<file path="config.mk">
export PLATFORM = sky130hd
export DESIGN_NAME = brew_sequencer
export DESIGN_NICKNAME = d
export VERILOG_FILES = /design/src/rtl/coffee_pkg.sv /design/src/rtl/step_timer.sv /design/src/rtl/brew_sequencer.sv
export SDC_FILE = /design/constraint.sdc
export NUM_CORES = 1
export LEC_CHECK = 0
export ABC_AREA = 0
export BUFFER_PORTS_ARGS = -buffer_cell sky130_fd_sc_hd__buf_2
export CAP_MARGIN = 30
export CORE_ASPECT_RATIO = 1.5
export CORE_MARGIN = 2
export CORE_UTILIZATION = 60
export DETAILED_ROUTE_END_ITERATION = 10
export PLACE_DENSITY_LB_ADDON = 0.15
export SYNTH_ARGS = -nofsm -noshare
export SYNTH_HDL_FRONTEND = slang
export SYNTH_HIERARCHICAL = 1
export SYNTH_SLANG_ARGS = --single-unit
</file>
<file path="constraint.sdc">
create_clock -name clk -period 5.5 [get_ports clk]
set_input_delay 1.1 -clock clk [delete_from_list [all_inputs] [get_ports clk]]
set_output_delay 1.1 -clock clk [all_outputs]
set_load 0.005 [all_outputs]
</file>
<file path="src/rtl/coffee_pkg.sv">
// rtl/coffee_pkg.sv - shared coffee machine types and constants
package coffee_pkg;

    typedef enum logic [2:0] {
        ST_IDLE    = 3'd0,
        ST_HEAT    = 3'd1,
        ST_CUP     = 3'd2,
        ST_GRIND   = 3'd3,
        ST_BREW    = 3'd4,
        ST_DONE    = 3'd5,
        ST_RELEASE = 3'd6,
        ST_FAULT   = 3'd7
    } brew_state_t;

    localparam int TICK_CNT_W       = 16;
    localparam int DEF_TICK_DIV     = 100000;
    localparam int DEF_GRIND_TICKS  = 3000;
    localparam int DEF_BREW_TICKS   = 8000;
    localparam int DEF_HEAT_TIMEOUT = 20000;
    localparam int DEF_CUP_TIMEOUT  = 2000;

    localparam logic [7:0] COFFEE_VAL = 8'd25;

endpackage

</file>
<file path="src/rtl/step_timer.sv">
// rtl/step_timer.sv - prescaled tick counter with terminal-count compare
module step_timer
    import coffee_pkg::*;
#(
    parameter int TICK_DIV = DEF_TICK_DIV
) (
    input  logic                  clk,
    input  logic                  reset,
    input  logic                  i_clr,
    input  logic [TICK_CNT_W-1:0] i_n,
    output logic                  o_done
);

    localparam int PW = (TICK_DIV > 1) ? $clog2(TICK_DIV) : 1;
    localparam logic [PW-1:0] PRESC_LAST = PW'(TICK_DIV - 1);

    logic [PW-1:0]         r_presc;
    logic [TICK_CNT_W-1:0] r_cnt;
    logic                  w_tick;
    logic [TICK_CNT_W:0]   w_cnt_inc;

    assign w_tick    = (r_presc == PRESC_LAST);
    assign w_cnt_inc = {1'b0, r_cnt} + {{TICK_CNT_W{1'b0}}, 1'b1};
    // Fires on the cycle whose tick brings the count to N, so a state lasts exactly N*TICK_DIV cycles.
    assign o_done    = w_tick && (w_cnt_inc == {1'b0, i_n});

    always_ff @(posedge clk or posedge reset) begin
        if (reset) begin
            r_presc <= '0;
            r_cnt   <= '0;
        end else if (i_clr) begin
            r_presc <= '0;
            r_cnt   <= '0;
        end else begin
            if (w_tick) begin
                r_presc <= '0;
            end else begin
                r_presc <= r_presc + 1'b1;
            end
            if (w_tick && (r_cnt != '1)) begin
                r_cnt <= w_cnt_inc[TICK_CNT_W-1:0];
            end
        end
    end

endmodule

</file>
<file path="src/rtl/brew_sequencer.sv">
// rtl/brew_sequencer.sv - steps the brew unit through heat, cup, grind and brew
module brew_sequencer
    import coffee_pkg::*;
#(
    parameter int TICK_DIV     = DEF_TICK_DIV,
    parameter int GRIND_TICKS  = DEF_GRIND_TICKS,
    parameter int BREW_TICKS   = DEF_BREW_TICKS,
    parameter int HEAT_TIMEOUT = DEF_HEAT_TIMEOUT,
    parameter int CUP_TIMEOUT  = DEF_CUP_TIMEOUT
) (
    input  logic       clk,
    input  logic       reset,
    input  logic       start,
    input  logic       heater_ready,
    input  logic       cup_sensor,
    input  logic       fault_clr,
    output logic       heater_en,
    output logic       cup_drop,
    output logic       grinder_on,
    output logic       pump_on,
    output logic       coffee_out,
    output logic       busy,
    output logic       fault,
    output logic [2:0] step
);

    brew_state_t           r_state;
    brew_state_t           w_next;
    logic [TICK_CNT_W-1:0] w_n;
    logic                  w_done;
    logic                  w_clr;

    // Any state change restarts the timer so every duration counts from entry.
    assign w_clr = (w_next != r_state);
    assign step  = r_state;

    step_timer #(
        .TICK_DIV (TICK_DIV)
    ) u_timer (
        .clk    (clk),
        .reset  (reset),
        .i_clr  (w_clr),
        .i_n    (w_n),
        .o_done (w_done)
    );

    always_ff @(posedge clk or posedge reset) begin
        if (reset) begin
            r_state <= ST_IDLE;
        end else begin
            r_state <= w_next;
        end
    end

    always_comb begin
        w_n = '1;
        case (r_state)
            ST_HEAT:  w_n = TICK_CNT_W'(HEAT_TIMEOUT);
            ST_CUP:   w_n = TICK_CNT_W'(CUP_TIMEOUT);
            ST_GRIND: w_n = TICK_CNT_W'(GRIND_TICKS);
            ST_BREW:  w_n = TICK_CNT_W'(BREW_TICKS);
            default:  w_n = '1;
        endcase
    end

    always_comb begin
        w_next     = r_state;
        heater_en  = 1'b0;
        cup_drop   = 1'b0;
        grinder_on = 1'b0;
        pump_on    = 1'b0;
        coffee_out = 1'b0;
        busy       = 1'b1;
        fault      = 1'b0;
        case (r_state)
            ST_IDLE: begin
                busy = 1'b0;
                if (start) w_next = ST_HEAT;
            end
            ST_HEAT: begin
                heater_en = 1'b1;
                if (heater_ready)  w_next = ST_CUP;
                else if (w_done)   w_next = ST_FAULT;
            end
            ST_CUP: begin
                heater_en = 1'b1;
                cup_drop  = 1'b1;
                if (cup_sensor)    w_next = ST_GRIND;
                else if (w_done)   w_next = ST_FAULT;
            end
            ST_GRIND: begin
                heater_en  = 1'b1;
                grinder_on = 1'b1;
                if (w_done) w_next = ST_BREW;
            end
            ST_BREW: begin
                heater_en = 1'b1;
                pump_on   = 1'b1;
                // Losing the cup outranks completion: never pour onto the drip tray.
                if (!cup_sensor)   w_next = ST_FAULT;
                else if (w_done)   w_next = ST_DONE;
            end
            ST_DONE: begin
                coffee_out = 1'b1;
                w_next     = ST_RELEASE;
            end
            ST_RELEASE: begin
                if (!start) w_next = ST_IDLE;
            end
            ST_FAULT: begin
                busy  = 1'b0;
                fault = 1'b1;
                if (fault_clr && !start) w_next = ST_IDLE;
            end
            default: begin
                busy   = 1'b0;
                w_next = ST_IDLE;
            end
        endcase
    end

endmodule

</file>
==> impl_summary.log, run 1 <==
[metrics] smallest hold slack: 0.479 ns
[metrics] maximum ir drop on the vdd rail: 257 µV
[metrics] area of all placed cells without fillers: 0.00280 mm²
[metrics] cell area after placement: 0.00269 mm²
[metrics] Max Freq: 205 MHz
[metrics] final core utilization: 0.665
[metrics] initial core utilization: 0.623
[metrics] fraction of layout cells with a size suffix above 1: 0.146
[metrics] total DRC errors in the routed layout: 0
[metrics] setup TNS: 0 ns
[metrics] max-cap violation count: 0
[metrics] clk_lat worst skew: 0.29 ns
[metrics] maximum number of pins on one net before global-route repair: 34
[metrics] count of routing violations after the opening detailed-route iteration: 97
[metrics] critical path required time: 5.72 ns
[metrics] switching power summed over all nets: 0.341 mW
[metrics] via count of the first global-routing pass: 2115
[metrics] Post-synth EDFFs: 0
[metrics] number of flip-flops and latches in the synthesized netlist: 36
[metrics] Critical Path AT: 5.09 ns
[metrics] Leak Pwr: 1.20 nW
[metrics] antenna cells: 0
[metrics] Hold Path Class: register to register
[metrics] Clock transition at path regs: 0.07 ns
[metrics] Final Instance Count excl. Fillers: 361
[metrics] Final ANT Viol Nets: 0
[metrics] CTS tree: done
[metrics] type of element launching the critical path: register
[metrics] die height: 85.0 µm
[metrics] DIE WIDTH: 58.0 µm
[metrics] post-detailed-route wirelength per cell: 14.9 µm
[metrics] CTS root buf: sky130_fd_sc_hd__clkbuf_8
[metrics] maximum buffer depth of the clock tree: 2
[metrics] Hold Crit Depth: 1
[metrics] switching share of power: 0.379
[metrics] area inside the core boundary: 0.00421 mm²
[metrics] worst slew margin relative to its limit: 0.448
[metrics] total number of vias: 2125
[metrics] total detailed-routing wirelength: 5390 µm
[metrics] total clock sinks: 36
[metrics] Detailed Routing Iterations Pass 1: 4
[metrics] run status: finished clean
[metrics] final-report max-slew violation count: 0
[metrics] overall die area: 0.00493 mm²
[metrics] combinational power share: 0.411
[metrics] number of endpoints with negative hold slack in the final report: 0
[metrics] number of nets in the layout: 322
[metrics] post-layout power: 0.900 mW
[metrics] clock group share of total power: 0.253
[metrics] first-pass GRT wire length: 9230 µm
[metrics] setup slack of the critical path after layout: 0.630 ns
[metrics] flop-to-flop setup slack: 0.63 ns
[metrics] maximum net fanout on the critical path: 15
[metrics] ports placed on the boundary: 16
[metrics] sort of element at the end of the critical path: register
[metrics] worst setup skew after layout: 0.00538 ns
[metrics] Hold Path End: u_timer/r_presc[0]
[metrics] Async SR Flop Fraction: 1.00
[metrics] Synthesis Warnings: 6
[metrics] Seq/Total Area, Yosys: 0.344
[metrics] GRT Resource Usage Total: 0.241
[metrics] time the final worst path needs with I/O delays and setup: 4.87 ns
[metrics] worst-margin pin slew: 0.826 ns
[metrics] Setup CP Type: register to register
[metrics] gate count of the mapped netlist: 302
[metrics] IO Port Bufs: 15
[metrics] setup slack after placement: 0.728 ns
[metrics] # placed instances: 353
[metrics] aggregate global routing overflow: 0
[metrics] launch point of the worst hold path: u_timer/r_presc[0]
[metrics] number of distinct library cells after synthesis: 60
[metrics] worst reg-to-reg path cell count: 16
[metrics] last weighted congestion value of the routability-driven placer: 0.830
[metrics] Post-CTS Setup Repair Bufs: 0
[metrics] Setup Viol. Count Final: 0
[metrics] detailed-route vias per instance: 5.89
[metrics] period utilisation layout: 0.886
[metrics] P&R area growth vs syn: 6.73%
[metrics] most used cells in the layout excluding fill and tap cells: sky130_fd_sc_hd__nor2_1, sky130_fd_sc_hd__dfrtp_1, sky130_fd_sc_hd__xor2_1
[metrics] reg2reg end: u_timer/r_presc[13]
[metrics] syn_area_per_cell: 8.68 µm²
[metrics] CTS HTree Levels: 2
[metrics] Top FF cell, synth: sky130_fd_sc_hd__dfrtp_1
[metrics] commonest non-fill, non-tap cell in the layout: sky130_fd_sc_hd__nor2_1
[metrics] number of antenna violations at the first check in global routing: 0
[metrics] number of core rows: 29
[metrics] sequential fraction of design power: 0.336
[metrics] Internal Dissipation: 0.559 mW
[metrics] sum of net half-perimeters after detailed placement: 4050 µm
[metrics] number of buffers added by the clock tree synthesis step: 5
[metrics] FF-to-FF Start: step[2]
[metrics] hold-fix buffers at CTS: 0
[metrics] Filler Cells Inserted: 364
[metrics] CTS-repair resized insts: 0
[metrics] RSZ-0062 raised after global routing: no
[metrics] total power divided by cell area: 321 mW/mm²
[metrics] mapped cell area: 0.00262 mm²
## worst max-delay path by stage
stage | startpoint | end | cells past startpoint
after floorplan | step[0] | u_timer/r_presc[10] | 20
after global placement | step[2] | u_timer/r_presc[14] | 16
after detailed placement | step[2] | u_timer/r_presc[13] | 16
after CTS | step[2] | u_timer/r_presc[13] | 16
after global routing | step[2] | u_timer/r_presc[13] | 16
final | step[2] | u_timer/r_presc[13] | 16
## power groups by stage
stage / logic, mW / registers [mW] / clock network [mW]
2_1_floorplan: 0.284 / 0.305 / 0
3_3_place_gp: 0.365 / 0.307 / 0
3_5_place_dp: 0.369 / 0.307 / 0
4_1_cts: 0.371 / 0.302 / 0.236
5_1_grt: 0.413 / 0.306 / 0.242
6_report: 0.370 / 0.302 / 0.227
## flip-flops by register name, summed over array words and instances, names as in the netlist
signal           cells
step                 3
u_timer/r_cnt       16
u_timer/r_presc     17
## Yosys cell counts (4+ instances only)
cell                       number  share of area
sky130_fd_sc_hd__nor2_1        49          0.070
sky130_fd_sc_hd__dfrtp_1       36           0.34
sky130_fd_sc_hd__xor2_1        28          0.094
sky130_fd_sc_hd__nand2_1       22          0.031
sky130_fd_sc_hd__xnor2_1       21          0.070
sky130_fd_sc_hd__nand3_1       20          0.038
sky130_fd_sc_hd__nand4_1       11          0.026
sky130_fd_sc_hd__inv_1          8          0.011
sky130_fd_sc_hd__nor3_1         7          0.013
sky130_fd_sc_hd__and2_1         6          0.014
sky130_fd_sc_hd__and3_1         6          0.014
sky130_fd_sc_hd__nor2b_1        6          0.014
sky130_fd_sc_hd__buf_4          5          0.014
sky130_fd_sc_hd__clkbuf_1       5         0.0072
sky130_fd_sc_hd__o21ai_0        5         0.0095
sky130_fd_sc_hd__buf_2          4         0.0076
## critical path, stage by stage, from the launching register on
cell and delay (ns):
sky130_fd_sc_hd__dfrtp_1 0.63, sky130_fd_sc_hd__nand2b_1 0.17, sky130_fd_sc_hd__nor2_1 0.23, sky130_fd_sc_hd__a21oi_1 0.12
sky130_fd_sc_hd__and2_1 0.29, sky130_fd_sc_hd__xnor2_1 0.23, sky130_fd_sc_hd__nand2_1 0.10, sky130_fd_sc_hd__a2111oi_2 0.33
sky130_fd_sc_hd__o21ai_1 0.11, sky130_fd_sc_hd__or4_1 0.55, sky130_fd_sc_hd__a2111oi_2 0.66, sky130_fd_sc_hd__nand2b_1 0.19
sky130_fd_sc_hd__a211oi_1 0.07, sky130_fd_sc_hd__o32ai_1 0.40, sky130_fd_sc_hd__o31ai_2 0.12, sky130_fd_sc_hd__or2_2 0.45
sky130_fd_sc_hd__nor2_1 0.16
## cells by family (layout without fill, tap and decap cells)
| logic type | after synthesis | after routing | synth area share |
|---|---|---|---|
| AO/OA/AOI/OAI | 30 | 30 | 0.0983 |
| multiplexers | 3 | 3 | 0.0115 |
| buffers and inverters | 29 | 38 | 0.0592 |
| other | 1 | 5 | 0.00143 |
| AND/OR/NAND/NOR | 152 | 152 | 0.313 |
| adder cells (fa/ha/maj) | 2 | 2 | 0.00954 |
| flip-flops | 36 | 36 | 0.344 |
| XOR/XNOR | 49 | 49 | 0.164 |
## per-layer routing
metal	track usage	part of all wire	vias to the layer above
li1	-	-	1057
met1	0.266	0.41	1018
met2	0.446	0.55	39
met3	0.0259	0.020	11
met4	0.112	0.024	0
met5	0	0	-
## cell type report
cell class	count	area (µm²)	area share
clock buffers	6	72.6	0.0259
clock inverters	2	35.0	0.0125
inverters	11	41.3	0.0148
multi-input cells	241	1590	0.567
flip-flops and latches	36	901	0.322
well taps	46	57.6	0.0206
repair buffers	19	105	0.0376
Power figures use the tool's default switching activity.
==> inputs of run 2 (changes only) <==
--- a/config.mk
+++ b/config.mk
@@ -9,7 +9,7 @@
 export BUFFER_PORTS_ARGS = -buffer_cell sky130_fd_sc_hd__buf_2
 export CAP_MARGIN = 30
 export CORE_ASPECT_RATIO = 1.5
-export CORE_MARGIN = 2
+export CORE_MARGIN = 4
 export CORE_UTILIZATION = 60
 export DETAILED_ROUTE_END_ITERATION = 10
 export PLACE_DENSITY_LB_ADDON = 0.15
==> impl_summary.log, run 2 (synthesis gave the netlist of run 1 again) <==
[metrics] run status: finished clean
[metrics] met1 capacity usage during global routing: 0.244
[metrics] antenna cells: 0
[metrics] DIE WIDTH: 62.0 µm
[metrics] met2 global-route usage: 0.379
[metrics] setup TNS: 0 ns
[metrics] worst slew margin relative to its limit: 0.488
[metrics] commonest non-fill, non-tap cell in the layout: sky130_fd_sc_hd__nor2_1
[metrics] final-report max-slew violation count: 0
[metrics] total DRC errors in the routed layout: 0
[metrics] register name with the most flops: u_timer/r_presc
[metrics] overall die area: 0.00551 mm²
[metrics] footprint of the multi-input gates: 0.00159 mm²
[metrics] maximum buffer depth of the clock tree: 2
[metrics] fraction of layout cells with a size suffix above 1: 0.149
[metrics] number of buffers added by the clock tree synthesis step: 5
[metrics] Post-CTS Setup Repair Bufs: 0
[metrics] maximum net fanout on the critical path: 19
[metrics] Clock transition at path regs: 0.07 ns
[metrics] Setup CP Type: register to register
[metrics] area inside the core boundary: 0.00425 mm²
[metrics] hold-fix buffers at CTS: 0
[metrics] max-cap violation count: 0
[metrics] sort of element at the end of the critical path: register
[metrics] clk_lat worst skew: 0.29 ns
[metrics] RSZ-0062 raised after global routing: no
[metrics] maximum number of pins on one net before global-route repair: 34
[metrics] aggregate global routing overflow: 0
[metrics] total number of vias: 2089
[metrics] # placed instances: 353
[metrics] total clock sinks: 36
[metrics] last weighted congestion value of the routability-driven placer: 0.847
[metrics] peak-usage layer in the global routing report: met2
[metrics] detailed-route vias per instance: 5.79
[metrics] Max Freq: 211 MHz
[metrics] sum of net half-perimeters after detailed placement: 3970 µm
[metrics] post-detailed-route wirelength per cell: 14.5 µm
[metrics] cell area after placement: 0.00269 mm²
[metrics] P&R area growth vs syn: 5.96%
[metrics] Largest register FFs: 17
[metrics] GRT Resource Usage Total: 0.217
[metrics] CTS tree: done
[metrics] Global Route met3 Usage: 0.0405
[metrics] number of endpoints with negative hold slack in the final report: 0
[metrics] total power divided by cell area: 303 mW/mm²
[metrics] worst setup skew after layout: 0.00509 ns
[metrics] total detailed-routing wirelength: 5250 µm
[metrics] flop-to-flop setup slack: 0.76 ns
[metrics] Setup Viol. Count Final: 0
[metrics] time the final worst path needs with I/O delays and setup: 4.74 ns
[metrics] number of antenna violations at the first check in global routing: 0
[metrics] type of element launching the critical path: register
[metrics] period utilisation layout: 0.861
[metrics] number of core rows: 29
[metrics] Filler Cells Inserted: 380
[metrics] Hold Path Class: register to register
[metrics] CTS root buf: sky130_fd_sc_hd__clkbuf_8
[metrics] area of all placed cells without fillers: 0.00278 mm²
[metrics] CTS HTree Levels: 2
[metrics] CTS-repair resized insts: 0
[metrics] Critical Path AT: 4.96 ns
[metrics] first-pass GRT wire length: 9020 µm
[metrics] Detailed Routing Iterations Pass 1: 4
[metrics] IO Port Bufs: 15
[metrics] Leak Pwr: 1.19 nW
[metrics] number of nets in the layout: 322
[metrics] critical path required time: 5.72 ns
[metrics] worst-margin pin slew: 0.767 ns
[metrics] Final Instance Count excl. Fillers: 361
[metrics] ports placed on the boundary: 16
[metrics] flip-flop and latch area: 901 µm²
[metrics] smallest hold slack: 0.494 ns
[metrics] die height: 89.0 µm
[metrics] maximum ir drop on the vdd rail: 264 µV
[metrics] count of routing violations after the opening detailed-route iteration: 61
[metrics] via count of the first global-routing pass: 2042
[metrics] Final ANT Viol Nets: 0
[metrics] most used cells in the layout excluding fill and tap cells: sky130_fd_sc_hd__nor2_1, sky130_fd_sc_hd__dfrtp_1, sky130_fd_sc_hd__xor2_1
[metrics] initial core utilization: 0.618
==> run 2: changes by cell type in the layout (fill, tap and decap cells not counted) <==
| cell | change |
|---|---|
| sky130_fd_sc_hd__clkinv_2 | +1 |
| sky130_fd_sc_hd__bufinv_16 | -1 |
| sky130_fd_sc_hd__clkbuf_1 | -1 |
| sky130_fd_sc_hd__clkinv_4 | +1 |
==> run 2: final timing paths <==
kind                                     from                   to  cells after the start
setup / recovery                      step[1]  u_timer/r_presc[12]                     17
min in group asynchronous               reset              step[0]                      2
hold reg to reg            u_timer/r_presc[0]   u_timer/r_presc[0]                      1
hold / removal             u_timer/r_presc[0]   u_timer/r_presc[0]                      1
setup reg to reg                      step[1]  u_timer/r_presc[12]                     17
max in group asynchronous               reset    u_timer/r_cnt[10]                      3
==> run 2: routing by layer <==
metal,routed length [µm],share of wire,up-vias
met5,0,0,-
met4,180,0.034,0
met3,143,0.027,14
met2,2770,0.53,39
met1,2150,0.41,979
li1,-,-,1057
==> run 2: critical path, cell delays in order, from the launching register on <==
cell and delay [ns]:
sky130_fd_sc_hd__dfrtp_1 0.70, sky130_fd_sc_hd__nor2_1 0.16, sky130_fd_sc_hd__a21oi_1 0.27, sky130_fd_sc_hd__and2_1 0.36
sky130_fd_sc_hd__xor2_1 0.19, sky130_fd_sc_hd__nand2_1 0.08, sky130_fd_sc_hd__a2111oi_2 0.32, sky130_fd_sc_hd__o21ai_1 0.10
sky130_fd_sc_hd__or4_1 0.54, sky130_fd_sc_hd__a2111oi_2 0.25, sky130_fd_sc_hd__buf_4 0.22, sky130_fd_sc_hd__nand2b_1 0.11
sky130_fd_sc_hd__a211oi_1 0.08, sky130_fd_sc_hd__o32ai_1 0.41, sky130_fd_sc_hd__o31ai_2 0.09, sky130_fd_sc_hd__buf_4 0.21
sky130_fd_sc_hd__or2_2 0.43, sky130_fd_sc_hd__nor2_1 0.14
==> run 2: layout make-up <==
type                    instances  area share
clock inverters                 3     0.00675
well taps                      46      0.0207
repair buffers                 19      0.0378
clock buffers                   5      0.0248
inverters                      11      0.0149
multi-input cells             241       0.571
flip-flops and latches         36       0.324
==> run 2: where the power goes <==
group | switching, mW | internal [mW] | leakage (nW)
Clock | 0.0964 | 0.0881 | 0.0479
Combinational | 0.209 | 0.137 | 0.655
Sequential | 0.0298 | 0.283 | 0.492
Total | 0.335 | 0.508 | 1.19
==> run 2: through the flow <==
step            util  power (mW)  setup slack [ns]
2_1_floorplan      -       0.589             0.835
3_3_place_gp   0.634       0.661             0.985
3_5_place_dp   0.634       0.664             0.822
4_1_cts        0.655       0.853             0.783
5_1_grt        0.655       0.912             0.304
6_report       0.655       0.843             0.765
==> inputs of run 3 (changes only) <==
--- a/config.mk
+++ b/config.mk
@@ -12,7 +12,7 @@
 export CORE_MARGIN = 4
 export CORE_UTILIZATION = 60
 export DETAILED_ROUTE_END_ITERATION = 10
-export PLACE_DENSITY_LB_ADDON = 0.15
+export PLACE_DENSITY = 0.79
 export SYNTH_ARGS = -nofsm -noshare
 export SYNTH_HDL_FRONTEND = slang
 export SYNTH_HIERARCHICAL = 1
==> impl_summary.log, run 3 (synthesis gave the netlist of run 1 again) <==
[metrics] run status: finished clean
[metrics] sum of net half-perimeters after detailed placement: 4010 µm
[metrics] hold-fix buffers at CTS: 0
[metrics] gate family responsible for the most delay along the worst path: simple AND/OR/NAND/NOR gates
[metrics] worst-margin pin slew: 0.792 ns
[metrics] aggregate global routing overflow: 0
[metrics] maximum buffer depth of the clock tree: 2
[metrics] CTS tree: done
[metrics] Final ANT Viol Nets: 0
[metrics] Largest register FFs: 17
[metrics] first-pass GRT wire length: 9200 µm
[metrics] Leak Pwr: 1.20 nW
[metrics] smallest hold slack: 0.498 ns
[metrics] worst setup skew after layout: 0.00252 ns
[metrics] sort of element at the end of the critical path: register
[metrics] post-detailed-route wirelength per cell: 15.3 µm
[metrics] die height: 89.0 µm
[metrics] clk_lat worst skew: 0.29 ns
[metrics] Final Instance Count excl. Fillers: 360
[metrics] total DRC errors in the routed layout: 0
[metrics] total detailed-routing wirelength: 5500 µm
[metrics] number of endpoints with negative hold slack in the final report: 0
[metrics] P&R area growth vs syn: 7.06%
[metrics] overall die area: 0.00551 mm²
[metrics] commonest non-fill, non-tap cell in the layout: sky130_fd_sc_hd__nor2_1
[metrics] IO Port Bufs: 15
[metrics] critical path required time: 5.72 ns
[metrics] maximum ir drop on the vdd rail: 258 µV
[metrics] flip-flop and latch area: 901 µm²
[metrics] CP max-delay cell: sky130_fd_sc_hd__dfrtp_1
[metrics] number of core rows: 29
[metrics] setup TNS: 0 ns
[metrics] RSZ-0062 raised after global routing: no
[metrics] final-report max-slew violation count: 0
[metrics] cell area after placement: 0.00268 mm²
[metrics] number of buffers added by the clock tree synthesis step: 5
[metrics] Hold Path Class: register to register
[metrics] Max Freq: 207 MHz
[metrics] type of element launching the critical path: register
[metrics] maximum number of pins on one net before global-route repair: 34
[metrics] antenna cells: 0
[metrics] last weighted congestion value of the routability-driven placer: 0.833
[metrics] initial core utilization: 0.618
[metrics] time the final worst path needs with I/O delays and setup: 4.84 ns
[metrics] GRT Resource Usage Total: 0.222
[metrics] period utilisation layout: 0.880
[metrics] register name with the most flops: u_timer/r_presc
[metrics] most used cells in the layout excluding fill and tap cells: sky130_fd_sc_hd__nor2_1, sky130_fd_sc_hd__dfrtp_1, sky130_fd_sc_hd__xor2_1
[metrics] via count of the first global-routing pass: 2018
[metrics] number of antenna violations at the first check in global routing: 0
[metrics] Critical Path AT: 5.05 ns
[metrics] number of nets in the layout: 321
[metrics] footprint of the multi-input gates: 0.00160 mm²
[metrics] count of routing violations after the opening detailed-route iteration: 118
[metrics] count of buffer and inverter cells on the critical path: 1
[metrics] DIE WIDTH: 62.0 µm
[metrics] maximum net fanout on the critical path: 19
[metrics] Crit path largest cell delay: 0.64 ns
[metrics] area of all placed cells without fillers: 0.00281 mm²
[metrics] detailed-route vias per instance: 6.01
[metrics] area inside the core boundary: 0.00425 mm²
[metrics] total clock sinks: 36
[metrics] # placed instances: 352
[metrics] worst slew margin relative to its limit: 0.472
[metrics] max-cap violation count: 0
[metrics] CTS HTree Levels: 2
[metrics] Clock transition at path regs: 0.07 ns
[metrics] CP cell instances: nand2b_1, nor2_1, a21oi_1, and2_1, xnor2_1, xnor2_1, a2111oi_2, o21ai_1, or4_1, a2111oi_4, nand2b_1, a211oi_1, o32ai_1, o31ai_2, buf_4, or2_2, nor2_1
[metrics] Setup CP Type: register to register
[metrics] Setup Viol. Count Final: 0
[metrics] final core utilization: 0.661
[metrics] Filler Cells Inserted: 359
[metrics] CTS root buf: sky130_fd_sc_hd__clkbuf_8
[metrics] Detailed Routing Iterations Pass 1: 5
[metrics] total number of vias: 2164
[metrics] ports placed on the boundary: 16
[metrics] total power divided by cell area: 321 mW/mm²
[metrics] fraction of layout cells with a size suffix above 1: 0.146
==> run 3: through the flow <==
stage	setup WS, ns	total power, mW
floorplan	0.835	0.589
global placement	0.748	0.661
global route	0.212	0.965
finish	0.662	0.901
CTS	0.499	0.902
detailed placement	0.535	0.668
==> run 3: where the power goes <==
| part | internal [mW] | switching (mW) | total, mW |
|---|---|---|---|
| Combinational | 0.138 | 0.219 | 0.358 |
| Sequential | 0.283 | 0.0291 | 0.312 |
| Clock | 0.134 | 0.0974 | 0.232 |
| Total | 0.555 | 0.346 | 0.901 |
==> run 3: path summary, 6_finish.rpt <==
kind | startpoint | end | slack [ns] | cells after the start
max in group asynchronous | reset | u_timer/r_presc[13] | 4.31 | 3
min in group asynchronous | reset | step[0] | 0.67 | 2
worst max-delay path | step[2] | u_timer/r_presc[5] | 0.66 | 17
worst min register to register | u_timer/r_presc[0] | u_timer/r_presc[0] | 0.50 | 1
worst max register to register | step[2] | u_timer/r_presc[5] | 0.66 | 17
worst min-delay path | u_timer/r_presc[0] | u_timer/r_presc[0] | 0.50 | 1
==> run 3: layout make-up <==
type | count | share of cell area
Clock inverter | 3 | 0.0152
Multi-Input combinational cell | 241 | 0.570
Clock buffer | 5 | 0.0245
Tap cell | 46 | 0.0205
Timing Repair Buffer | 18 | 0.0348
Sequential cell | 36 | 0.321
Inverter | 11 | 0.0147
==> run 3: timing repair <==
item	in CTS	in global routing
setup buffers	0	0
setup endpoints to repair	0	10
resized for setup	0	1
==> run 3: worst register-to-register path, cell delays in order (launching register included) <==
cell                        delay, ns
sky130_fd_sc_hd__dfrtp_1         0.64
sky130_fd_sc_hd__nand2b_1        0.17
sky130_fd_sc_hd__nor2_1          0.19
sky130_fd_sc_hd__a21oi_1         0.11
sky130_fd_sc_hd__and2_1          0.31
sky130_fd_sc_hd__xnor2_1         0.25
sky130_fd_sc_hd__xnor2_1         0.12
sky130_fd_sc_hd__a2111oi_2       0.28
sky130_fd_sc_hd__o21ai_1         0.10
sky130_fd_sc_hd__or4_1           0.59
sky130_fd_sc_hd__a2111oi_4       0.43
sky130_fd_sc_hd__nand2b_1        0.18
sky130_fd_sc_hd__a211oi_1        0.08
sky130_fd_sc_hd__o32ai_1         0.41
sky130_fd_sc_hd__o31ai_2         0.09
sky130_fd_sc_hd__buf_4           0.21
sky130_fd_sc_hd__or2_2           0.45
sky130_fd_sc_hd__nor2_1          0.16
==> run 3: metal layers <==
layer / vias up / routed length (µm) / track usage
met5: - / 0 / 0
met4: 0 / 155 / 0.0946
met3: 14 / 182 / 0.0347
met2: 52 / 2920 / 0.374
met1: 1039 / 2240 / 0.275
li1: 1059 / - / -
